$ cat src/rtl/kbd_pkg.sv
// rtl/kbd_pkg.sv - shared keyboard UART types, constants and baud divider helper
package kbd_pkg;

    typedef enum logic [2:0] {
        ST_IDLE,
        ST_START,
        ST_DATA,
        ST_STOP,
        ST_WAIT_IDLE
    } uart_state_t;

    localparam int OVERSAMPLE = 16;
    localparam int MID_SAMPLE = 8;
    localparam int DATA_BITS  = 8;

    // Clocks per oversample tick, rounded to nearest and never below 1.
    function automatic int calc_div(input int clk_freq, input int baud);
        int d;
        d = (clk_freq + (baud * OVERSAMPLE) / 2) / (baud * OVERSAMPLE);
        return (d < 1) ? 1 : d;
    endfunction

endpackage

$ cat src/rtl/uart_baud_tick.sv
// rtl/uart_baud_tick.sv - oversample tick divider with enable and synchronous clear
module uart_baud_tick #(
    parameter int DIV = 27
) (
    input  logic clock,
    input  logic reset,
    input  logic en,
    input  logic clr,
    output logic tick
);

    localparam int CW = (DIV > 1) ? $clog2(DIV) : 1;
    localparam logic [CW-1:0] LAST = CW'(DIV - 1);

    logic [CW-1:0] cnt;

    always_ff @(posedge clock or posedge reset) begin
        if (reset) begin
            cnt <= '0;
        end else if (clr) begin
            cnt <= '0;
        end else if (en) begin
            cnt <= (cnt == LAST) ? '0 : cnt + 1'b1;
        end
    end

    assign tick = en && (cnt == LAST);

endmodule

$ cat src/rtl/uart_rx_frame.sv
// rtl/uart_rx_frame.sv - 8N1 UART receiver with majority sampling and valid/ready output
module uart_rx_frame
    import kbd_pkg::*;
#(
    parameter int CLK_FREQ = 50_000_000,
    parameter int BAUD     = 115200
) (
    input  logic       clock,
    input  logic       reset,
    input  logic       rxd,
    output logic [7:0] data,
    output logic       valid,
    input  logic       ready,
    output logic       frame_err,
    output logic       overrun,
    output logic       busy
);

    localparam int DIV = calc_div(CLK_FREQ, BAUD);
    localparam logic [3:0] S_PRE  = 4'(MID_SAMPLE - 1);
    localparam logic [3:0] S_MID  = 4'(MID_SAMPLE);
    localparam logic [3:0] S_POST = 4'(MID_SAMPLE + 1);
    localparam logic [3:0] S_LAST = 4'(OVERSAMPLE - 1);
    localparam logic [2:0] B_LAST = 3'(DATA_BITS - 1);

    uart_state_t state;
    logic        rx_meta, rs;
    logic        tick;
    logic [3:0]  scnt;
    logic [3:0]  hcnt;
    logic [2:0]  bit_idx;
    logic [7:0]  shreg;
    logic        s_pre, s_mid;
    logic        done;
    logic        vote;

    always_ff @(posedge clock or posedge reset) begin
        if (reset) begin
            rx_meta <= 1'b1;
            rs      <= 1'b1;
        end else begin
            rx_meta <= rxd;
            rs      <= rx_meta;
        end
    end

    // Divider is held cleared while idle so sampling phase follows the start edge.
    uart_baud_tick #(.DIV(DIV)) u_tick (
        .clock(clock),
        .reset(reset),
        .en   (state != ST_IDLE),
        .clr  (state == ST_IDLE),
        .tick (tick)
    );

    assign vote = (s_pre & s_mid) | (s_pre & rs) | (s_mid & rs);
    assign busy = (state != ST_IDLE);

    always_ff @(posedge clock or posedge reset) begin
        if (reset) begin
            state     <= ST_IDLE;
            scnt      <= '0;
            hcnt      <= '0;
            bit_idx   <= '0;
            shreg     <= '0;
            s_pre     <= 1'b1;
            s_mid     <= 1'b1;
            done      <= 1'b0;
            frame_err <= 1'b0;
        end else begin
            done      <= 1'b0;
            frame_err <= 1'b0;
            if (tick && scnt == S_PRE) s_pre <= rs;
            if (tick && scnt == S_MID) s_mid <= rs;
            case (state)
                ST_IDLE: begin
                    if (!rs) begin
                        state <= ST_START;
                        scnt  <= '0;
                    end
                end
                ST_START: begin
                    if (tick) begin
                        scnt <= scnt + 4'd1;
                        if (scnt == S_MID && rs) begin
                            state <= ST_IDLE;
                        end else if (scnt == S_LAST) begin
                            state   <= ST_DATA;
                            bit_idx <= '0;
                        end
                    end
                end
                ST_DATA: begin
                    if (tick) begin
                        scnt <= scnt + 4'd1;
                        if (scnt == S_POST) shreg <= {vote, shreg[7:1]};
                        if (scnt == S_LAST) begin
                            if (bit_idx == B_LAST) state <= ST_STOP;
                            else bit_idx <= bit_idx + 3'd1;
                        end
                    end
                end
                ST_STOP: begin
                    if (tick) begin
                        scnt <= scnt + 4'd1;
                        // Leave at mid-stop so a following start bit is not missed.
                        if (scnt == S_POST) begin
                            if (vote) begin
                                done  <= 1'b1;
                                state <= ST_IDLE;
                            end else begin
                                frame_err <= 1'b1;
                                hcnt      <= '0;
                                state     <= ST_WAIT_IDLE;
                            end
                        end
                    end
                end
                ST_WAIT_IDLE: begin
                    if (tick) begin
                        if (!rs) hcnt <= '0;
                        else if (hcnt == S_LAST) state <= ST_IDLE;
                        else hcnt <= hcnt + 4'd1;
                    end
                end
                default: state <= ST_IDLE;
            endcase
        end
    end

    always_ff @(posedge clock or posedge reset) begin
        if (reset) begin
            data    <= '0;
            valid   <= 1'b0;
            overrun <= 1'b0;
        end else begin
            overrun <= 1'b0;
            if (done) begin
                if (!valid || ready) begin
                    data  <= shreg;
                    valid <= 1'b1;
                end else begin
                    overrun <= 1'b1;
                end
            end else if (valid && ready) begin
                valid <= 1'b0;
            end
        end
    end

endmodule

$ cat config.mk
export PLATFORM = sky130hd
export DESIGN_NAME = uart_rx_frame
export DESIGN_NICKNAME = d
export VERILOG_FILES = /design/src/rtl/kbd_pkg.sv /design/src/rtl/uart_baud_tick.sv /design/src/rtl/uart_rx_frame.sv
export SDC_FILE = /design/constraint.sdc
export NUM_CORES = 1
export LEC_CHECK = 0
export CAP_MARGIN = 20
export CORE_MARGIN = 1.5
export CORE_UTILIZATION = 42
export CTS_BUF_LIST = sky130_fd_sc_hd__clkbuf_16
export CTS_CLUSTER_DIAMETER = 30
export DETAILED_ROUTE_END_ITERATION = 8
export GPL_TIMING_DRIVEN = 0
export PLACE_DENSITY = 0.73
export SYNTH_ARGS = -nofsm -noshare
export SYNTH_HDL_FRONTEND = slang
export SYNTH_SLANG_ARGS = --single-unit
$ cat constraint.sdc
create_clock -name clock -period 2.9 [get_ports clock]
set_input_delay 0.435 -clock clock [delete_from_list [all_inputs] [get_ports clock]]
set_output_delay 0.435 -clock clock [all_outputs]
set_load 0.01 [all_outputs]
# Word-level counts from Yosys, hierarchy flattened
# Index checks and enable logic that the tools add are counted.
[totals]
register_bits = 43
inputBits = 4
out_inout_bits = 12
word_cells = 122
[classes]
add_sub_neg = 4
eq_ne = 29
muxes = 47
bitwise_logic = 5
reduce_logical = 22
[ops]
columns = ["cell", "count"]
rows = [
  ["$mux 3", 19],
  ["$mux 4", 8],
  ["$ne 2x2->1 const B", 14],
  ["$eq 4x4->1 const B", 4],
  ["$pmux 4 s2", 2],
  ["$mux 5", 3],
  ["$pmux 3 s5", 1],
  ["$mux 1", 13],
  ["$reduce_and 11->1", 1],
  ["$reduce_bool 2->1", 5],
  ["$add 4x1->4 const B", 2],
  ["$reduce_and 7->1", 1],
  ["$eq 3x2->1 const B", 2],
  ["$eq 3x3->1 const B", 2],
  ["$ne 3x3->1 const B", 2],
  ["$pmux 3 s2", 1],
  ["$reduce_and 3->1", 2],
  ["$reduce_and 6->1", 1],
  ["$add 5x1->5 const B", 1],
  ["$eq 5x5->1 const B", 1],
  ["$logic_and 1x1->1", 5],
  ["$eq 4x3->1 const B", 1],
  ["$ne 2x1->1 const B", 2],
  ["$reduce_and 2->1", 2],
  ["9 further kinds", 12],
]

# Longest topological paths before layout
# Gate-level depths: netlist (run 1).
[depth]
ltp_word = 7
mapped_depth = 7
depth_no_buf = 7

# By module
# From an unflattened synthesis (run 1), not the netlist that was laid out.
[hier_totals]
cells_unflattened = 193
hier_area_um2 = 2233.4
[by_module_without_submodules]
columns = ["mod", "n_inst", "cells_per_inst", "area_per_inst_um2"]
rows = [
  ["uart_rx_frame", 1, 161, 1945.6],
  ["uart_baud_tick", 1, 32, 287.8],
]

# Worst setup path after synthesis (run 1)
# No wires, ideal clock.
[synth_timing]
path_kind = "register -> register"
from = "reg u_tick.cnt[0]"
to = "reg hcnt[3]"
setup_ps = 69
arrival_time_ps = 1690
path_slack_ps = 1141
stages_incl_launch_ff = 8
n_path_buf = 0
period_less_slack_ps = 1759
path_cell_list = "dfrtp_1 inv_1 ha_1 nand4b_1 a21oi_1 o221ai_2 or4_1 nand3_1"
[synth_via]
elab_chain_len = 4
elab_cells_between_ends = 5
cone_classes = "eq/ne (3); reduce/logical (2)"
[synth_rtl]
columns = ["element", "line_no", "rtl"]
rows = [
  ["from (decl)", "uart_baud_tick.sv:15", "logic [CW-1:0] cnt;"],
  ["from (signal assigned)", "uart_baud_tick.sv:23", "cnt <= (cnt == LAST) ? '0 : cnt + 1'b1;"],
  ["$eq 5x5->1 (*)", "uart_baud_tick.sv:27", "assign tick = en && (cnt == LAST);"],
  ["$logic_and 1x1->1 (*)", "uart_baud_tick.sv:27", ""],
  ["$ne 2x2->1 (no line)", "--", ""],
  ["$reduce_and 6->1 (no line) (*)", "--", ""],
  ["to (signal assigned)", "uart_rx_frame.sv:123", "else hcnt <= hcnt + 4'd1;"],
  ["to (decl)", "uart_rx_frame.sv:30", "logic [3:0] hcnt;"],
]
# Every way passes the cells marked *; elsewhere a longest branch is shown, timed or not.
# A chain may end at the register's enable or synchronous reset.

# Worst setup path after layout (run 1)
[layout_timing]
from = "reg state[0]"
to = "out busy"
[layout_via]
elab_chain_len = 1
[layout_rtl]
columns = ["element", "line_no", "rtl"]
rows = [
  ["from (decl)", "uart_rx_frame.sv:26", "uart_state_t state;"],
  ["from (signal assigned)", "uart_rx_frame.sv:61", "state <= ST_IDLE;"],
  ["from (signal assigned)", "uart_rx_frame.sv:78", "state <= ST_START;"],
  ["from (signal assigned)", "uart_rx_frame.sv:86", "state <= ST_IDLE;"],
  ["$reduce_bool 3->1", "uart_rx_frame.sv:57", "assign busy = (state != ST_IDLE);"],
  ["to (decl)", "uart_rx_frame.sv:16", "output logic busy"],
]
# No other way between the ends.

==> flow_metrics.py, run 1 <==
metrics = {
    "critical_path": {
        "start_kind": "flip-flop",
        "reg2reg_to": "hcnt[3]$_DFFE_PP0P_",
        "rr_worst_depth": 7,
        "end_kind": "output pin",
        "path_cells": "buf_2 > or3_1 > clkdlybuf4s50_1",
        "path_max_fanout": 10,
        "worst_r2r_startpoint": "u_tick.cnt[0]$_DFF_PP0_",
        "cp-startpoint": "state[0]$_DFFE_PP0P_",
        "required_ns": 2.47,
        "path_class": "flip-flop to output pin",
        "slowest_stage": "clkdlybuf4s50_1",
        "rrSetupSlack_ns": 0.88,
        "worstPathArrival_ns": 1.76,
        "slowest_delay_ns": 0.51,
    },
    "global_route": {
        "grt_pass1_wl_um": 6300,
        "antenna_found_initial": 0,
        "gr-usage-all-layers": 0.154,
        "grt-ovfl-total": 0,
        "grt_max_degree": 44,
        "grt_pass1_vias": 1356,
    },
    "synthesis": {
        "ys_ff_latch": 43,
        "synth_common_cells": "dfrtp_1, mux2_2, nand2_1",
        "ys.flop_type": "dfrtp_1",
        "syn_nets": 189,
        "synth.avg_cell_area_um2": 11.5,
        "yosys-top-cells-area": "dfrtp_1, mux2_2, dfstp_2, ha_1, nand2_1",
        "synth_edf_count": 0,
        "async_flop_share": 1.00,
        "yosys_warnings": 0,
        "yosysTopAreaCellShare": 0.478,
        "synth_area_um2": 2040,
        "synth_most_common_cell": "dfrtp_1",
        "synthCells": 177,
        "synth_top_area_cell": "dfrtp_1",
        "seq_area_frac_synth": 0.529,
        "synth.distinct_cells": 48,
    },
    "sta": {
        "post-route-min-period_ns": 2.20,
        "setup_viol": 0,
        "rsz0062_at_grt": "no",
        "fin_tns_setup_ns": 0,
        "finalClockSkew_ns": 0.00429,
        "slew_violations": 0,
        "timing.final.hold_violations": 0,
        "fmax_mhz": 455,
        "fin_crit_sh": 0.758,
        "relSlewSlack": 0.418,
        "tightestPinTransition_ns": 0.871,
    },
    "layout": {
        "nets": 211,
        "postLayoutCoreUtil": 0.517,
        "area_delta_synth_final_pct": 18.7,
        "regArea_um2": 1080,
        "antenna_cells": 0,
        "multi_input_area_um2": 907,
        "fill_cells": 419,
        "fin_area_um2": 2420,
        "layout-drive-gt1-share": 0.230,
    },
    "job": {
        "max_cap_violations": 0,
    },
    "hold_path": {
        "hold_path.class": "flip-flop to flip-flop",
        "holdPathStages": 0,
        "min-delay-start": "rx_meta$_DFF_PP1_",
        "min_to": "rs$_DFF_PP1_",
    },
    "cts": {
        "cts_htree_levels": 2,
        "cts_setup_buffers": 0,
        "cts_buffers": 5,
        "root_buffer": "clkbuf_16",
        "cts_resized": 0,
        "cts_tree": "done",
        "worstSkewPairLatency_ns": 0.28,
        "hold_buffers": 0,
        "clockBufferDepth": 2,
        "clock_sinks": 43,
        "path_clk_slew_ns": 0.06,
    },
    "drt": {
        "drtPass1Iterations": 4,
        "vias_per_cell": 5.35,
        "wl_per_cell_um": 13.9,
        "dr.first_iter.drc_count": 74,
        "route.detailed.drc": 0,
        "vias": 1359,
        "wirelength_um": 3530,
        "drt.antenna.violating_nets": 0,
    },
    "floorplan": {
        "rows": 25,
        "core-area_um2": 4690,
        "io_pins": 16,
        "start_util": 0.435,
        "die_w_um": 72.8,
        "die_h_um": 72.8,
        "die_area_um2": 5290,
    },
    "pwr": {
        "leakage_uw": 0.00113,
        "cellPowerDensity_nw_per_um2": 513,
        "ir_worst_vdd_mv": 0.403,
        "total_power_uw": 1240,
    },
    "placement": {
        "hpwl_um": 2410,
        "dpl_cell_area_um2": 2260,
        "numPortBuffers": 15,
        "gp_congestion": 0.769,
    },
    "status": {
        "status": "finished, final reports clean",
    },
}
state kept, by name, summed over array words and instances, names as in the netlist, 3 cells and up:
| name | count |
|---|---|
| hcnt | 4 |
| bit_idx | 3 |
| u_tick.cnt | 5 |
| scnt | 4 |
| state | 3 |
| shreg | 8 |
| data | 8 |
how the worst max path moves through the flow:
stage	end	slack [ns]	cells past startpoint
after global routing	busy	0.63	3
after CTS	busy	0.69	3
after global placement	hcnt[3]$_DFFE_PP0P_	0.61	2
after floorplan	hcnt[3]$_DFFE_PP0P_	1.14	7
after detailed placement	hcnt[3]$_DFFE_PP0P_	0.91	7
final	busy	0.70	3
layer usage:
metal,part of all wire,GRT usage,vias to the layer above
met5,0,0,-
met4,0.020,0.0461,0
met3,0.031,0.0539,8
met2,0.44,0.235,20
met1,0.51,0.207,652
li1,-,-,679
cell families (layout without fill, tap and decap cells):
family | count (synthesis) | in the layout | share of synthesized area
flops | 43 | 43 | 0.529
simple gates | 67 | 67 | 0.176
mux | 20 | 20 | 0.112
xor+xnor | 3 | 3 | 0.0129
buf+inv | 11 | 34 | 0.0269
compound gates | 24 | 24 | 0.0882
fa+ha+maj | 9 | 9 | 0.0545
placed cells by master (no fill, tap or decap), types with 2 or more instances in the layout:
cell type	netlist	routed
nor2_1	14	14
nand2b_1	3	3
a22o_1	2	2
dfstp_2	4	4
inv_1	7	6
dfrtp_1	39	39
mux2_2	19	19
buf_2	2	2
o21ai_0	9	9
nand3_1	10	10
ha_1	8	8
or3_1	3	3
nor3_1	5	5
clkbuf_16	0	5
and3_2	2	2
xor2_1	2	2
nand2_1	15	15
clkdlybuf4s50_1	0	15
nand4_1	2	2
critical path, delay by kind of cell (launching register included):
| family | cells | cell delay [ns] |
|---|---|---|
| and+or+nand+nor | 1 | 0.43 |
| DFF | 1 | 0.36 |
| buffers and inverters | 2 | 0.68 |
stage by stage:
| step | cells | setup slack, ns | hold slack, ns |
|---|---|---|---|
| CTS | 254 | 0.692 | 0.357 |
| global route | 254 | 0.632 | 0.358 |
| global placement | 246 | 0.609 | 0.346 |
| finish | 254 | 0.702 | 0.356 |
| floorplan | 177 | 1.14 | 0.345 |
| detailed placement | 246 | 0.905 | 0.348 |
power breakdown:
group / internal [µW] / switching (µW) / total, µW
Clock: 401 / 221 / 623
Sequential: 603 / 0.469 / 603
Combinational: 5.26 / 13.4 / 18.6
area by class of cell:
class                      instances  area share
sequential                        43       0.446
multi-input combinational        123       0.374
timing repair buffer              15      0.0619
clock buffer                       5      0.0516
tap                               54      0.0279
clock inverter                     3      0.0160
buffer                             4      0.0119
inverter                           7      0.0108
(Power assumes the default switching activity.)
==> inputs of run 2 (changes only) <==
Settings changed: PLACE_DENSITY 0.73 to 0.75.
Clock period 2.9 ns to 1.8 ns, I/O delays scaled along.
==> flow_metrics.py, run 2 (synthesized netlist as in run 1, its figures left out) <==
metrics = {
    "pwr": {
        "swShare": 0.186,
        "p_seq_frac": 0.487,
        "netSwitchingPower_uw": 373,
        "cellPowerDensity_nw_per_um2": 760,
        "clkPwrFrac": 0.498,
        "p_int_uw": 1630,
        "leakage_uw": 0.00118,
        "ir_worst_vdd_mv": 0.623,
        "power_frac_comb": 0.015,
    },
    "cts": {
        "path_clk_slew_ns": 0.06,
        "cts_tree": "done",
        "clockBufferDepth": 2,
        "clock_sinks": 43,
        "cts_htree_levels": 2,
        "worstSkewPairLatency_ns": 0.28,
        "cts_buffers": 5,
        "root_buffer": "clkbuf_16",
    },
    "critical_path": {
        "worstPathArrival_ns": 2.06,
        "slowest_stage": "or4b_4",
        "required_ns": 2.02,
        "path_cells": "inv_1 > ha_2 > nand4b_1 > a21oi_2 > o221ai_4 > or4b_4 > nand2_2",
        "path_max_fanout": 7,
        "path_class": "flip-flop to flip-flop",
        "end_kind": "flip-flop",
        "start_kind": "flip-flop",
        "slowest_delay_ns": 0.54,
    },
    "hold_path": {
        "hold_path.class": "flip-flop to flip-flop",
    },
    "global_route": {
        "grt_pass1_vias": 1463,
        "grt_pass1_wl_um": 6800,
        "grt-ovfl-total": 0,
        "antenna_found_initial": 0,
        "gr-usage-all-layers": 0.169,
        "grt_max_degree": 44,
    },
    "layout": {
        "layout_commonest_cell": "dfrtp_1",
        "nets": 220,
        "final_cell_mix": "dfrtp_1, mux2_2, nand2_1, clkdlybuf4s50_1, nor2_1",
        "postLayoutCoreUtil": 0.561,
        "area_delta_synth_final_pct": 28.8,
        "antenna_cells": 0,
        "top_regs": "data: 8 flops, shreg: 8 flops, u_tick.cnt: 5 flops",
        "layout-drive-gt1-share": 0.354,
        "final_cells": 263,
    },
    "floorplan": {
        "rows": 25,
        "die_w_um": 72.8,
        "core-area_um2": 4690,
        "start_util": 0.435,
        "die_h_um": 72.8,
        "die_area_um2": 5290,
        "io_pins": 16,
    },
    "drt": {
        "drtPass1Iterations": 4,
        "dr.first_iter.drc_count": 37,
        "wirelength_um": 4020,
        "drt.antenna.violating_nets": 0,
        "route.detailed.drc": 0,
        "vias_per_cell": 5.48,
        "vias": 1441,
        "wl_per_cell_um": 15.3,
    },
    "placement": {
        "pre_cts_ws_ns": -0.177,
        "gp_congestion": 0.803,
        "numPortBuffers": 15,
        "hpwl_um": 2450,
        "post-place-cells": 246,
    },
    "job": {
        "max_cap_violations": 0,
    },
    "sta": {
        "finalClockSkew_ns": 0.00326,
        "fmax_mhz": 544,
        "slew_violations": 0,
        "setup_ws_ns": -0.0390,
        "setup_viol": 2,
        "tightestPinTransition_ns": 0.871,
        "post-route-min-period_ns": 1.84,
        "rsz0062_at_grt": "yes",
        "timing.final.hold_violations": 0,
        "relSlewSlack": 0.418,
        "fin_crit_sh": 1.02,
    },
    "status": {
        "status": "finished with violations",
        "violations": "negative setup slack",
    },
}
## run 2: cell count changes in the layout (fill, tap and decap cells not counted), sizes merged
cell and change:
buf +8, clkbuf +1, clkdlybuf4s15 +1, clkdlybuf4s50 -1
## run 2: metal layers
layer | up-vias | part of all wire | GRT usage
li1 | 695 | - | -
met1 | 713 | 0.46 | 0.222
met2 | 23 | 0.49 | 0.266
met3 | 10 | 0.032 | 0.0387
met4 | 0 | 0.023 | 0.0776
met5 | - | 0 | 0
## run 2: area by class of cell
type | count | area, µm²
sequential | 43 | 1080
clock buffer | 5 | 125
buffer | 4 | 41.3
multi-input combinational | 123 | 1030
clock inverter | 3 | 38.8
timing repair buffer | 24 | 218
fill | 391 | 2060
tap | 54 | 67.6
inverter | 7 | 26.3
## run 2: final timing paths
path | startpoint | endpoint | slack, ns | cells past startpoint
setup / recovery | u_tick.cnt[0]$_DFF_PP0_ | hcnt[2]$_DFFE_PP0P_ | -0.04 | 7
hold / removal | rx_meta$_DFF_PP1_ | rs$_DFF_PP1_ | 0.36 | 0
setup reg to reg | u_tick.cnt[0]$_DFF_PP0_ | hcnt[2]$_DFFE_PP0P_ | -0.04 | 7
hold reg to reg | rx_meta$_DFF_PP1_ | rs$_DFF_PP1_ | 0.36 | 0
max in group asynchronous | reset | state[2]$_DFFE_PP0P_ | 0.70 | 2
min in group asynchronous | reset | bit_idx[1]$_DFFE_PP0P_ | 0.49 | 2
## run 2: worst max-delay path: cells and delay by family (launching register included)
kind                       cells  cell delay (ns)
and+or+nand+nor                3             0.81
AOI/OAI and AO/OA              2             0.38
DFF                            1             0.37
adders and majority gates      1             0.16
buffers and inverters          1             0.06
## run 2: power groups by stage
stage / combinational [µW] / sequential [µW] / clock [µW]
6_report: 30.3 / 972 / 996
5_1_grt: 35.2 / 972 / 1050
4_1_cts: 31.0 / 972 / 1010
3_5_place_dp: 31.3 / 989 / 0
3_3_place_gp: 30.7 / 989 / 0
2_1_floorplan: 18.7 / 989 / 0
## run 2: repair_timing
action / 4_1_cts / 5_1_grt
buffers inserted: 7 / 2
pin swaps: 5 / 10
gates resized for setup: 12 / 25
hold buffers: 0 / 0
setup endpoints to repair: 17 / 23
## run 2: stage by stage
step | area (µm²) | hold slack, ns | setup TNS, ns | power (µW)
6_report | 2630 | 0.362 | -0.0583 | 2000
3_5_place_dp | 2260 | 0.353 | -1.55 | 1020
2_1_floorplan | 2040 | 0.274 | 0 | 1010
4_1_cts | 2530 | 0.362 | 0 | 2020
5_1_grt | 2630 | 0.366 | -0.940 | 2060
3_3_place_gp | 2260 | 0.346 | -12.88 | 1020
==> inputs of run 3 (changes only) <==
Settings changed: CTS_CLUSTER_SIZE set to 30.
==> results of run 3 <==
Same layout as run 2: the final DEF is identical, and so are final timing and power.
